### src/rtl/fetch_unit.sv
// fetch_unit: registered-PC instruction fetch with a DEPTH-entry in-order prefetch queue,
// variable-latency memory handshake and redirect flush.
// Optional FETCH_MISALIGN_CHK_EN: misaligned redirect pulses o_fetch_misalign and halts fetch.
module fetch_unit #(
    parameter int XLEN = 32,
    parameter int DEPTH = 4,
    parameter logic [XLEN-1:0] RESET_VECTOR = XLEN'(32'h0000_0000)
) (
    input  logic            i_clk,
    input  logic            i_reset,
    output logic            o_imem_req_vld,
    output logic [XLEN-1:0] o_imem_req_addr,
    input  logic            i_imem_req_rdy,
    input  logic            i_imem_rsp_vld,
    input  logic [31:0]     i_imem_rsp_data,
    output logic            o_insn_vld,
    output logic [31:0]     o_insn,
    output logic [XLEN-1:0] o_insn_pc,
    input  logic            i_insn_rdy,
    input  logic            i_redirect,
    input  logic [XLEN-1:0] i_redirect_pc,
    output logic            o_fetch_misalign,
    output logic [XLEN-1:0] o_pc_debug
);
    localparam int AW = $clog2(DEPTH);
    localparam int PW = AW + 1;
    localparam logic [31:0] NOP = 32'h0000_0013;

    logic [XLEN-1:0] r_fetch_pc;
    logic [XLEN-1:0] r_pc [DEPTH];
    logic [31:0]     r_insn [DEPTH];
    logic [DEPTH-1:0] r_filled;
    logic [PW-1:0]   r_alloc_ptr, r_fill_ptr, r_rd_ptr, r_drop_cnt;
    logic [AW-1:0]   w_alloc_idx, w_fill_idx, w_rd_idx;
    logic [PW-1:0]   w_occ, w_drop_nxt;
    logic [XLEN-1:0] w_redirect_pc;
    logic            w_halted, w_req_vld, w_req_fire, w_insn_vld, w_pop, w_rsp_drop, w_rsp_fill;

    assign w_alloc_idx   = r_alloc_ptr[AW-1:0];
    assign w_fill_idx    = r_fill_ptr[AW-1:0];
    assign w_rd_idx      = r_rd_ptr[AW-1:0];
    assign w_occ         = r_alloc_ptr - r_rd_ptr;
    assign w_req_vld     = i_reset && (w_occ < PW'(DEPTH)) && !i_redirect && !w_halted;
    assign w_req_fire    = w_req_vld && i_imem_req_rdy;
    assign w_insn_vld    = r_filled[w_rd_idx];
    assign w_pop         = w_insn_vld && i_insn_rdy;
    assign w_rsp_drop    = i_imem_rsp_vld && (r_drop_cnt != '0);
    assign w_rsp_fill    = i_imem_rsp_vld && (r_drop_cnt == '0);
    assign w_redirect_pc = i_redirect_pc & ~XLEN'(3);
    // Stale responses still owed by memory: pending drops plus unfilled allocations,
    // minus one if this cycle's response would otherwise have filled an entry
    assign w_drop_nxt    = r_drop_cnt - PW'(w_rsp_drop) + r_alloc_ptr - r_fill_ptr - PW'(w_rsp_fill);

    assign o_imem_req_vld  = w_req_vld;
    assign o_imem_req_addr = r_fetch_pc;
    assign o_insn_vld      = w_insn_vld;
    assign o_insn          = r_insn[w_rd_idx];
    assign o_insn_pc       = r_pc[w_rd_idx];
    assign o_pc_debug      = r_fetch_pc;

    // Queue bookkeeping: allocate on request, fill or drop on response, free on pop; redirect flushes last
    always_ff @(posedge i_clk or negedge i_reset) begin
        if (!i_reset) begin
            r_fetch_pc  <= RESET_VECTOR;
            r_alloc_ptr <= '0;
            r_fill_ptr  <= '0;
            r_rd_ptr    <= '0;
            r_drop_cnt  <= '0;
            r_filled    <= '0;
            for (int i = 0; i < DEPTH; i++) begin
                r_pc[i]   <= '0;
                r_insn[i] <= NOP;
            end
        end else begin
            if (w_req_fire) begin
                r_pc[w_alloc_idx] <= r_fetch_pc;
                r_alloc_ptr       <= r_alloc_ptr + PW'(1);
                r_fetch_pc        <= r_fetch_pc + XLEN'(4);
            end
            if (w_rsp_drop)
                r_drop_cnt <= r_drop_cnt - PW'(1);
            if (w_rsp_fill) begin
                r_insn[w_fill_idx]   <= i_imem_rsp_data;
                r_filled[w_fill_idx] <= 1'b1;
                r_fill_ptr           <= r_fill_ptr + PW'(1);
            end
            if (w_pop) begin
                r_filled[w_rd_idx] <= 1'b0;
                r_rd_ptr           <= r_rd_ptr + PW'(1);
            end
            if (i_redirect) begin
                r_alloc_ptr <= '0;
                r_fill_ptr  <= '0;
                r_rd_ptr    <= '0;
                r_filled    <= '0;
                r_fetch_pc  <= w_redirect_pc;
                r_drop_cnt  <= w_drop_nxt;
            end
        end
    end

`ifdef FETCH_MISALIGN_CHK_EN
    logic r_halted, r_misalign;
    logic w_misalign;

    assign w_misalign       = |i_redirect_pc[1:0];
    assign w_halted         = r_halted;
    assign o_fetch_misalign = r_misalign;

    // A misaligned redirect flags for one cycle and parks fetch until an aligned redirect
    always_ff @(posedge i_clk or negedge i_reset) begin
        if (!i_reset) begin
            r_halted   <= 1'b0;
            r_misalign <= 1'b0;
        end else begin
            r_misalign <= i_redirect && w_misalign;
            if (i_redirect)
                r_halted <= w_misalign;
        end
    end
`else
    assign w_halted         = 1'b0;
    assign o_fetch_misalign = 1'b0;
`endif
endmodule

### config.mk
export PLATFORM = sky130hd
export DESIGN_NAME = fetch_unit
export DESIGN_NICKNAME = d
export VERILOG_FILES = /design/src/rtl/fetch_unit.sv
export SDC_FILE = /design/constraint.sdc
export NUM_CORES = 1
export LEC_CHECK = 0
export ABC_AREA = 1
export BUFFER_PORTS_ARGS = -buffer_cell sky130_fd_sc_hd__buf_2
export CORE_ASPECT_RATIO = 1.1
export CORE_MARGIN = 5
export CORE_UTILIZATION = 40
export DETAILED_ROUTE_END_ITERATION = 7
export HOLD_SLACK_MARGIN = 0.06
export PLACE_DENSITY = 0.65
export SLEW_MARGIN = 40
export SYNTH_ARGS = -nofsm -noshare
export SYNTH_HDL_FRONTEND = slang
export SYNTH_SLANG_ARGS = --single-unit
export TNS_END_PERCENT = 10
### constraint.sdc
create_clock -name i_clk -period 4.5 [get_ports i_clk]
set_input_delay 0 -clock i_clk [delete_from_list [all_inputs] [get_ports i_clk]]
set_output_delay 0 -clock i_clk [all_outputs]
set_load 0.01 [all_outputs]
==> impl_metrics.yaml, run 1 <==
cts:
  cts_sinks: 294
  path_clk_slew_ns: 0.06
  clockBufferDepth: 3
  htreeDepth: 2
  cts_tree: "done"
  cts_inserted_buffers: 34
  cts_hold_buffers: 66
  cts_setup_buffers: 0
  cts_resized: 0
  clock_latency_ns: 0.52
  clock_tree.root_cell: "clkbuf_16"
finish:
  layout_common_cells: "675 x nand2_1, 280 x dfrtp_1, 270 x o21ai_0, 190 x buf_2, 180 x nor2_1"
  synthToLayoutAreaGrowth_pct: 18.14
  nets: 2122
  layout_commonest_cell: "nand2_1"
  drive_gt1_frac: 0.1413
  antenna_cells: 0
  fin_area_um2: 17310
logic_synthesis:
  synthesis.area_um2: 14650
  seq_area_frac_synth: 0.5031
  yosysUniqueCellTypes: 28
  ys_warn_count: 0
  synthTopCellsByArea: "dfrtp_1 48%, nand2_1 17%, o21ai_0 9.2%"
  ys_ff_latch: 294
  yosys.area.top_type: "dfrtp_1"
  yosysTopAreaCellShare: 0.4816
  syn_area_per_cell_um2: 7.802
  synthCells: 1878
sta:
  period_share: 0.8257
  fin_hold_ws_ns: 0.07840
  hold_violations: 0
  fmax_mhz: 269.1
  drv_slew: 0
  worst_slew_pin_slew_ns: 0.8504
  finalSetupTns_ns: 0
  fin_crit_ns: 3.716
  rsz0062_at_grt: "no"
  relSlewSlack: 0.4331
  setup_slack_ns: 0.7845
  fin_skew_ns: 0.02222
  setup-violations-final: 0
detailed_routing:
  vias: 12840
  wl_um: 41810
  firstDrtPassIters: 7
  viasPerCell: 5.059
  wl_per_cell_um: 16.47
  drt_iter0_drc: 758
  ant_nets: 0
  drc: 0
setup_path:
  setup.worst_path.start_class: "flop"
  crit_fanout: 3
  crit_arrival_ns: 4.11
  critical_path_class: "reg2reg"
  crit_top_cell: "inv_1"
  rr_startpoint: "r_drop_cnt[0]$_DFFE_PN0P_"
  path_cells: "inv_1, ha_1, inv_1, o21ai_0, inv_1, ha_1, fa_1, fa_1, inv_1, ha_1, fa_1, xor2_1, xor2_1, nand2_1, nand3_1, nand2_1"
  cp.required_ns: 4.89
  startpoint: "r_drop_cnt[0]$_DFFE_PN0P_"
  worstReg2RegEnd: "r_drop_cnt[2]$_DFFE_PN0P_"
  ff2ff_setup_slack_ns: 0.78
  cp_slowest_stage_delay_ns: 0.49
  r2r_cells: 16
  crit_path_end_kind: "flop"
  cpMaxStageDelayCell: "fa_1"
min_path:
  min_path_type: "in2reg"
  min_to: "o_imem_req_addr[20]$_DFFE_PN0N_"
  min_from: "i_imem_req_rdy"
  min_path_cells: 5
die:
  num_rows: 73
  die_area_um2: 40560
  core-area_um2: 36170
  top_level_ports: 201
  die_y_um: 210.7
  dieWidth_um: 192.5
  start_util: 0.4051
power_and_ir_drop:
  p_per_area_nw_per_um2: 517.5
  power_leakage_nw: 8.872
  p_total_mw: 8.958
  ir_drop_mv: 0.2688
placed_design:
  dp_slack_ns: 0.7716
  place_congestion: 0.8390
  port-buffer-count: 191
  dp_hpwl_um: 25720
  place_area_um2: 15590
status:
  status: "finished, final reports clean"
flow_run:
  cap_viol_max_count: 0
global_routing:
  grt_max_degree: 72
  gr-usage-all-layers: 0.2059
  grt_pass1_wl_um: 67790
  overflow: 0
  grt_antenna_before_repair: 1
  grt_pass1_vias: 13000
-- flip-flops by register name, indices dropped and copies added (netlist names) --
| signal | cells |
|---|---|
| r_filled | 4 |
| r_alloc_ptr | 3 |
| r_fill_ptr | 3 |
| o_imem_req_addr | 30 |
| r_pc | 120 |
| r_drop_cnt | 3 |
| r_rd_ptr | 3 |
| r_insn | 128 |
-- cells by family (layout without fill, tap and decap cells) --
logic type,Yosys count,after routing,synth area share
AO/OA/AOI/OAI,344,344,0.1235
XOR/XNOR,16,16,0.009564
adder cells (fa/ha/maj),23,23,0.02169
buffers and inverters,251,419,0.08428
flip-flops,294,294,0.5031
other,1,7,0.0002559
AND/OR/NAND/NOR,949,949,0.2576
-- worst max-delay path: cells and delay by family, from the launching register on --
family,cells,cell delay [ns]
adders and majority gates,6,1.99
and+or+nand+nor,3,0.21
DFF,1,0.38
xor gates and xnor gates,2,0.41
buffers and inverters,4,0.35
AOI/OAI and AO/OA,1,0.26
-- cell type report --
| type | count | area (um^2) |
|---|---|---|
| Timing Repair Buffer | 278 | 1901 |
| Clock buffer | 51 | 965.9 |
| Fill cell | 3569 | 18860 |
| Clock inverter | 8 | 73.82 |
| Tap cell | 487 | 609.3 |
| Sequential cell | 294 | 7377 |
| Inverter | 82 | 315.3 |
| Multi-Input combinational cell | 1339 | 6068 |
-- worst max path at each step --
stage | cells after the start | slack [ns] | endpoint
finish | 16 | 0.78 | r_drop_cnt[2]$_DFFE_PN0P_
global route | 17 | 0.52 | r_drop_cnt[2]$_DFFE_PN0P_
CTS | 16 | 0.76 | r_drop_cnt[2]$_DFFE_PN0P_
detailed placement | 16 | 0.77 | r_drop_cnt[2]$_DFFE_PN0P_
global placement | 17 | 0.83 | r_drop_cnt[2]$_DFFE_PN0P_
floorplan | 16 | 1.06 | r_drop_cnt[2]$_DFFE_PN0P_
-- per-layer routing --
layer / part of all wire / vias up / GRT usage / wire length (um)
met5: 0.00031 / - / 0 / 13
met4: 0.023 / 2 / 0.05730 / 961
met3: 0.072 / 58 / 0.03835 / 3023
met2: 0.48 / 433 / 0.3531 / 19980
met1: 0.43 / 6091 / 0.2675 / 17830
li1: - / 6260 / - / -
-- Yosys cell counts --
master / count
nor2_1: 180
nor2_4: 5
clkbuf_1: 74
nand3_1: 69
and2_1: 1
buf_1: 5
nand3b_1: 13
buf_4: 37
buf_6: 14
nand4_1: 3
xor2_1: 8
a31oi_1: 3
dfstp_2: 12
nand2_1: 675
ha_1: 19
a21oi_1: 6
inv_2: 7
dfrtp_1: 282
a211oi_1: 2
o22ai_1: 63
conb_1: 1
xnor2_1: 8
fa_1: 4
buf_2: 39
inv_1: 75
nand4_4: 1
o21ai_0: 270
nand3_2: 2
-- power by group --
group          internal [mW]  switching [mW]  total [mW]
Combinational          0.985            1.50        2.49
Sequential              3.36           0.489        3.85
Clock                   1.54            1.07        2.62
-- stage by stage --
step                      utilization  instances
after floorplan                     -       1884
after global placement         0.4273       2408
after detailed placement       0.4311       2414
after CTS                      0.4786       2539
after global routing           0.4786       2539
final                          0.4786       2539
No activity file was read; power rests on OpenSTA's default activity.
==> inputs of run 2 (changes only) <==
- clock period: 4.5 -> 3.9 ns (I/O delays scaled with it)
==> run 2 against run 1 <==
Net effect:
- clock-buffer cell count grew 2
- combinational power grew 16%
- critical path depth is the same
- sequential share of layout area shrank 0.28 points
- clock skew grew 0.0047 ns
- register-to-register slack lost 0.59 ns
- sequential cell count is the same
- largest cell class unchanged
- highest routed layer is now met4
==> impl_metrics.yaml, run 2 (same netlist as run 1, synthesis figures left out) <==
finish:
  layout_commonest_cell: "nand2_1"
  drive_gt1_frac: 0.1434
  synthToLayoutAreaGrowth_pct: 18.91
  final_core_util: 0.4817
  largest_register_ffs: 128
  layout_common_cells: "675 x nand2_1, 280 x dfrtp_1, 270 x o21ai_0, 190 x buf_2, 180 x nor2_1"
  regMostFlops: "r_insn"
  antenna_cells: 0
  fin_area_um2: 17420
  nets: 2124
die:
  core-area_um2: 36170
  die_y_um: 210.7
  top_level_ports: 201
  die_area_um2: 40560
  dieWidth_um: 192.5
  start_util: 0.4051
  num_rows: 73
cts:
  cts_sinks: 294
  clock_latency_ns: 0.53
  path_clk_slew_ns: 0.06
  htreeDepth: 2
  clockBufferDepth: 3
  cts_inserted_buffers: 35
  cts_tree: "done"
  clock_tree.root_cell: "clkbuf_16"
power_and_ir_drop:
  clockPowerShare: 0.308
  p_per_area_nw_per_um2: 609.3
  power.internal_mw: 7.024
  p_switching_mw: 3.593
  p_total_mw: 10.62
  swShare: 0.3384
  ir_drop_mv: 0.3367
  power_leakage_nw: 8.936
  seqPwrFrac: 0.419
  p_comb_frac: 0.273
setup_path:
  rr_startpoint: "r_drop_cnt[0]$_DFFE_PN0P_"
  startpoint: "r_drop_cnt[0]$_DFFE_PN0P_"
  critical_path_class: "reg2reg"
  path_cells: "inv_1, ha_1, inv_1, o21ai_0, inv_1, ha_1, fa_1, fa_1, inv_1, ha_1, fa_1, xor2_1, xor2_1, nand2_1, nand3_1, nand2_1"
  cp_slowest_stage_delay_ns: 0.50
  crit_fanout: 3
  setup.worst_path.start_class: "flop"
  crit_arrival_ns: 4.11
  crit_top_cell: "inv_1"
  crit_path_end_kind: "flop"
  cpMaxStageDelayCell: "fa_1"
  cp.required_ns: 4.30
sta:
  fin_crit_ns: 3.707
  fin_hold_ws_ns: 0.08143
  rsz0062_at_grt: "no"
  setup-violations-final: 0
  worst_slew_pin_slew_ns: 0.8447
  fin_skew_ns: 0.02695
  relSlewSlack: 0.4369
  fmax_mhz: 269.7
  hold_violations: 0
  period_share: 0.9506
  drv_slew: 0
  finalSetupTns_ns: 0
detailed_routing:
  wl_per_cell_um: 16.67
  drt_iter0_drc: 902
  vias: 13010
  viasPerCell: 5.113
  ant_nets: 0
  wl_um: 42420
  firstDrtPassIters: 5
  drc: 0
placed_design:
  place_congestion: 0.8402
  port-buffer-count: 191
  dp_hpwl_um: 25510
  place_area_um2: 15560
min_path:
  min_path_type: "in2async"
global_routing:
  grt_max_degree: 103
  grt_antenna_before_repair: 0
  grt_pass1_vias: 12920
  grt_pass1_wl_um: 68080
  gr-usage-all-layers: 0.2067
  overflow: 0
flow_run:
  cap_viol_max_count: 0
status:
  status: "finished, final reports clean"
[run 2: cell count changes in the layout (fill, tap and decap cells not counted), sizes merged]
cell / before / now
bufinv: 1 / 3
clkbuf: 51 / 53
clkinv: 6 / 7
clkinvlp: 2 / 0
dlygate4sd3: 65 / 66
inv: 81 / 82
[run 2: area by class of cell]
class,count,area (um^2)
Fill cell,3550,18750
Sequential cell,294,7377
Multi-Input combinational cell,1339,6068
Timing Repair Buffer,279,1891
Clock buffer,53,1015
Tap cell,487,609.3
Inverter,82,320.3
Clock inverter,10,143.9
[run 2: metal layers]
layer / up-vias / global-route usage / part of all wire
met3: 74 / 0.03091 / 0.067
li1: 6257 / - / -
met1: 6183 / 0.2672 / 0.43
met2: 494 / 0.3605 / 0.48
met4: 0 / 0.05976 / 0.026
met5: - / 0 / 0
[run 2: stage by stage]
step | setup slack [ns] | cells
final | 0.1928 | 2544
after global routing | 0.01365 | 2544
after CTS | 0.1876 | 2543
after detailed placement | 0.2315 | 2413
after global placement | 0.3327 | 2409
after floorplan | 0.4605 | 1884
[run 2: what timing repair did]
action                                 4_1_cts  5_1_grt
gates resized for setup                      0        0
endpoints found under the hold margin      364        0
buffers inserted                             0        0
hold buffers                                67        0
[run 2: critical path: cells and delay by family (launching register included)]
family,cells,cell delay [ns]
AO/OA/AOI/OAI,1,0.24
XOR/XNOR,2,0.40
AND/OR/NAND/NOR,3,0.21
adder cells (fa/ha/maj),6,2.00
flip-flops,1,0.39
buffers and inverters,4,0.36
[run 2: path summary, 6_finish.rpt]
path,endpoint,slack [ns],cells past startpoint
min in group i_clk,o_imem_req_addr[26]$_DFFE_PN0N_,0.10,3
min reg2reg,r_pc[77]$_DFFE_PN0P_,0.46,2
max in group asynchronous,r_pc[56]$_DFFE_PN0P_,2.90,4
max,r_drop_cnt[2]$_DFFE_PN0P_,0.19,16
min,r_insn[100]$_DFFE_PN1P_,0.08,2
max reg2reg,r_drop_cnt[2]$_DFFE_PN0P_,0.19,16
[run 2: power by group through the flow]
| stage | registers, mW | logic (mW) | clock network (mW) |
|---|---|---|---|
| floorplan | 4.27 | 1.96 | 0 |
| global placement | 4.45 | 2.80 | 0 |
| detailed placement | 4.48 | 2.88 | 0 |
| CTS | 4.43 | 2.95 | 3.36 |
| global route | 4.54 | 3.30 | 3.48 |
| finish | 4.45 | 2.90 | 3.27 |
==> inputs of run 3 (changes only) <==
- SETUP_SLACK_MARGIN: not set -> 0.5
- SKIP_LAST_GASP: not set -> 1
==> run 3 against run 2 <==
Net effect:
- register-to-register slack better by 0.29 ns
- maximum frequency up 8.6%
- global-route usage shrank 0.082 points
- hold slack better by 0.031 ns
- clock skew grew 0.0028 ns
- critical path depth unchanged
- core utilization up 0.29 points
- combinational power rose by 2%
- cell count increased by 0.24%
- critical path type unchanged
- largest cell class unchanged
- largest power group unchanged
- highest routed layer unchanged
==> impl_metrics.yaml, run 3 (same netlist as run 1, synthesis figures left out) <==
status:
  status: "finished, final reports clean"
detailed_routing:
  ant_nets: 0
  firstDrtPassIters: 5
  wl_um: 42250
  drt_iter0_drc: 846
  drc: 0
  vias: 12970
  viasPerCell: 5.087
  wl_per_cell_um: 16.57
cts:
  clock_tree.root_cell: "clkbuf_16"
  path_clk_slew_ns: 0.06
  cts_inserted_buffers: 35
  htreeDepth: 2
  clock_latency_ns: 0.53
  cts_sinks: 294
  clockBufferDepth: 3
  cts_tree: "done"
sta:
  fin_skew_ns: 0.02978
  drv_slew: 0
  hold_violations: 0
  setup-violations-final: 0
  period_share: 0.8756
  finalSetupTns_ns: 0
  fin_crit_ns: 3.415
  rsz0062_at_grt: "yes"
  worst_slew_pin_slew_ns: 0.8431
  relSlewSlack: 0.4379
  fmax_mhz: 292.8
setup_path:
  critical_path_class: "reg2reg"
  startpoint: "r_drop_cnt[0]$_DFFE_PN0P_"
  worstReg2RegEnd: "r_drop_cnt[2]$_DFFE_PN0P_"
  crit_top_cell: "inv_2"
  cpMaxStageDelayCell: "fa_1"
  ff2ff_setup_slack_ns: 0.49
  rr_startpoint: "r_drop_cnt[0]$_DFFE_PN0P_"
  crit_path_end_kind: "flop"
  crit_arrival_ns: 3.80
  crit_family: "adder cells"
  crit_buf_inv: 4
  cp_slowest_stage_delay_ns: 0.53
  crit_fanout: 2
  path_cells: "inv_2, ha_4, inv_2, o21ai_2, inv_2, ha_4, fa_1, fa_1, inv_1, ha_2, fa_2, xor2_1, xor2_1, nand2_1, nand3_1, nand2_1"
  setup.worst_path.start_class: "flop"
  r2r_cells: 16
  cp.required_ns: 4.29
finish:
  regMostFlops: "r_insn"
  final_core_util: 0.4846
  synthToLayoutAreaGrowth_pct: 19.62
  antenna_cells: 0
  drive_gt1_frac: 0.1541
  fillers: 3546
  multi_input_area_um2: 6105
  seqCellArea_um2: 7377
  nets: 2131
  layout_common_cells: "674 x nand2_1, 280 x dfrtp_1, 269 x o21ai_0, 190 x buf_2, 180 x nor2_1"
  largest_register_ffs: 128
  layout_commonest_cell: "nand2_1"
placed_design:
  port-buffer-count: 191
  dp_hpwl_um: 25610
  place_congestion: 0.8547
die:
  num_rows: 73
  core-area_um2: 36170
  start_util: 0.4051
  top_level_ports: 201
  die_area_um2: 40560
  dieWidth_um: 192.5
  die_y_um: 210.7
global_routing:
  grt_pass1_vias: 12830
  gr-usage-all-layers: 0.2059
  grt_pass1_wl_um: 67550
  overflow: 0
  grt_antenna_before_repair: 0
  grt_max_degree: 71
min_path:
  min_path_type: "in2reg"
  min_to: "o_imem_req_addr[24]$_DFFE_PN0N_"
  min_from: "i_redirect"
  min_path_cells: 3
power_and_ir_drop:
  ir_drop_mv: 0.3098
  power_leakage_nw: 8.980
  p_per_area_nw_per_um2: 613.3
flow_run:
  cap_viol_max_count: 0
[run 3: cell types whose count changed in the layout (fill, tap and decap cells not counted), sizes merged]
| cell | change |
|---|---|
| buf | +8 |
| bufinv | +1 |
| clkbuf | -6 |
| clkinv | +4 |
| clkinvlp | +1 |
| dlygate4sd3 | -1 |
| inv | -1 |
[run 3: repair_timing]
action | CTS | global route
setup buffers | 7 | 2
setup endpoints to repair | 1 | 1
resized for setup | 5 | 6
hold buffers | 66 | 0
pin swaps | 3 | 7
endpoints found under the hold margin | 328 | 0
cloned | 0 | 0
[run 3: worst register-to-register path, delay by kind of cell (launching register included)]
kind	cells	cell delay, ns
compound gates	1	0.14
flops	1	0.40
xor+xnor	2	0.41
simple gates	3	0.22
buf+inv	4	0.25
fa+ha+maj	6	1.88
[run 3: routing by layer]
metal,vias up,track usage,routed length (um)
met5,-,0,0
met4,0,0.06149,1139
met2,466,0.3517,20120
li1,6288,-,-
met1,6146,0.2655,18070
met3,72,0.04050,2933
[run 3: power breakdown]
group	switching [mW]	internal (mW)	total, mW
registers	0.563	3.88	4.44
logic	1.78	1.19	2.96
clock network	1.28	2.06	3.34
total	3.62	7.13	10.8
[run 3: worst max-delay path by stage]
stage / end / depth (start not counted) / slack, ns
global route: r_drop_cnt[2]$_DFFE_PN0P_ / 17 / 0.29
floorplan: r_drop_cnt[2]$_DFFE_PN0P_ / 16 / 0.54
finish: r_drop_cnt[2]$_DFFE_PN0P_ / 16 / 0.49
global placement: r_drop_cnt[2]$_DFFE_PN0P_ / 17 / 0.31
detailed placement: r_drop_cnt[2]$_DFFE_PN0P_ / 16 / 0.27
CTS: r_drop_cnt[2]$_DFFE_PN0P_ / 16 / 0.50
[run 3: area by class of cell]
type | instances | area share
clock inverters | 15 | 0.01121
clock buffers | 47 | 0.05661
well taps | 487 | 0.03476
inverters | 82 | 0.01827
flip-flops and latches | 294 | 0.4209
repair buffers | 286 | 0.1100
multi-input cells | 1339 | 0.3483
[run 3: stage by stage]
| step | power, mW | cell area (um^2) | std cells | hold slack, ns | setup WS [ns] |
|---|---|---|---|---|---|
| after detailed placement | 7.342 | 15550 | 2413 | -0.04159 | 0.2718 |
| after global routing | 11.49 | 17530 | 2550 | 0.1259 | 0.2887 |
| after CTS | 10.85 | 17490 | 2548 | 0.07368 | 0.4994 |
| final | 10.75 | 17530 | 2550 | 0.1126 | 0.4852 |
| after floorplan | 6.229 | 14680 | 1884 | -0.2956 | 0.5417 |
| after global placement | 7.252 | 15460 | 2409 | -0.04078 | 0.3061 |
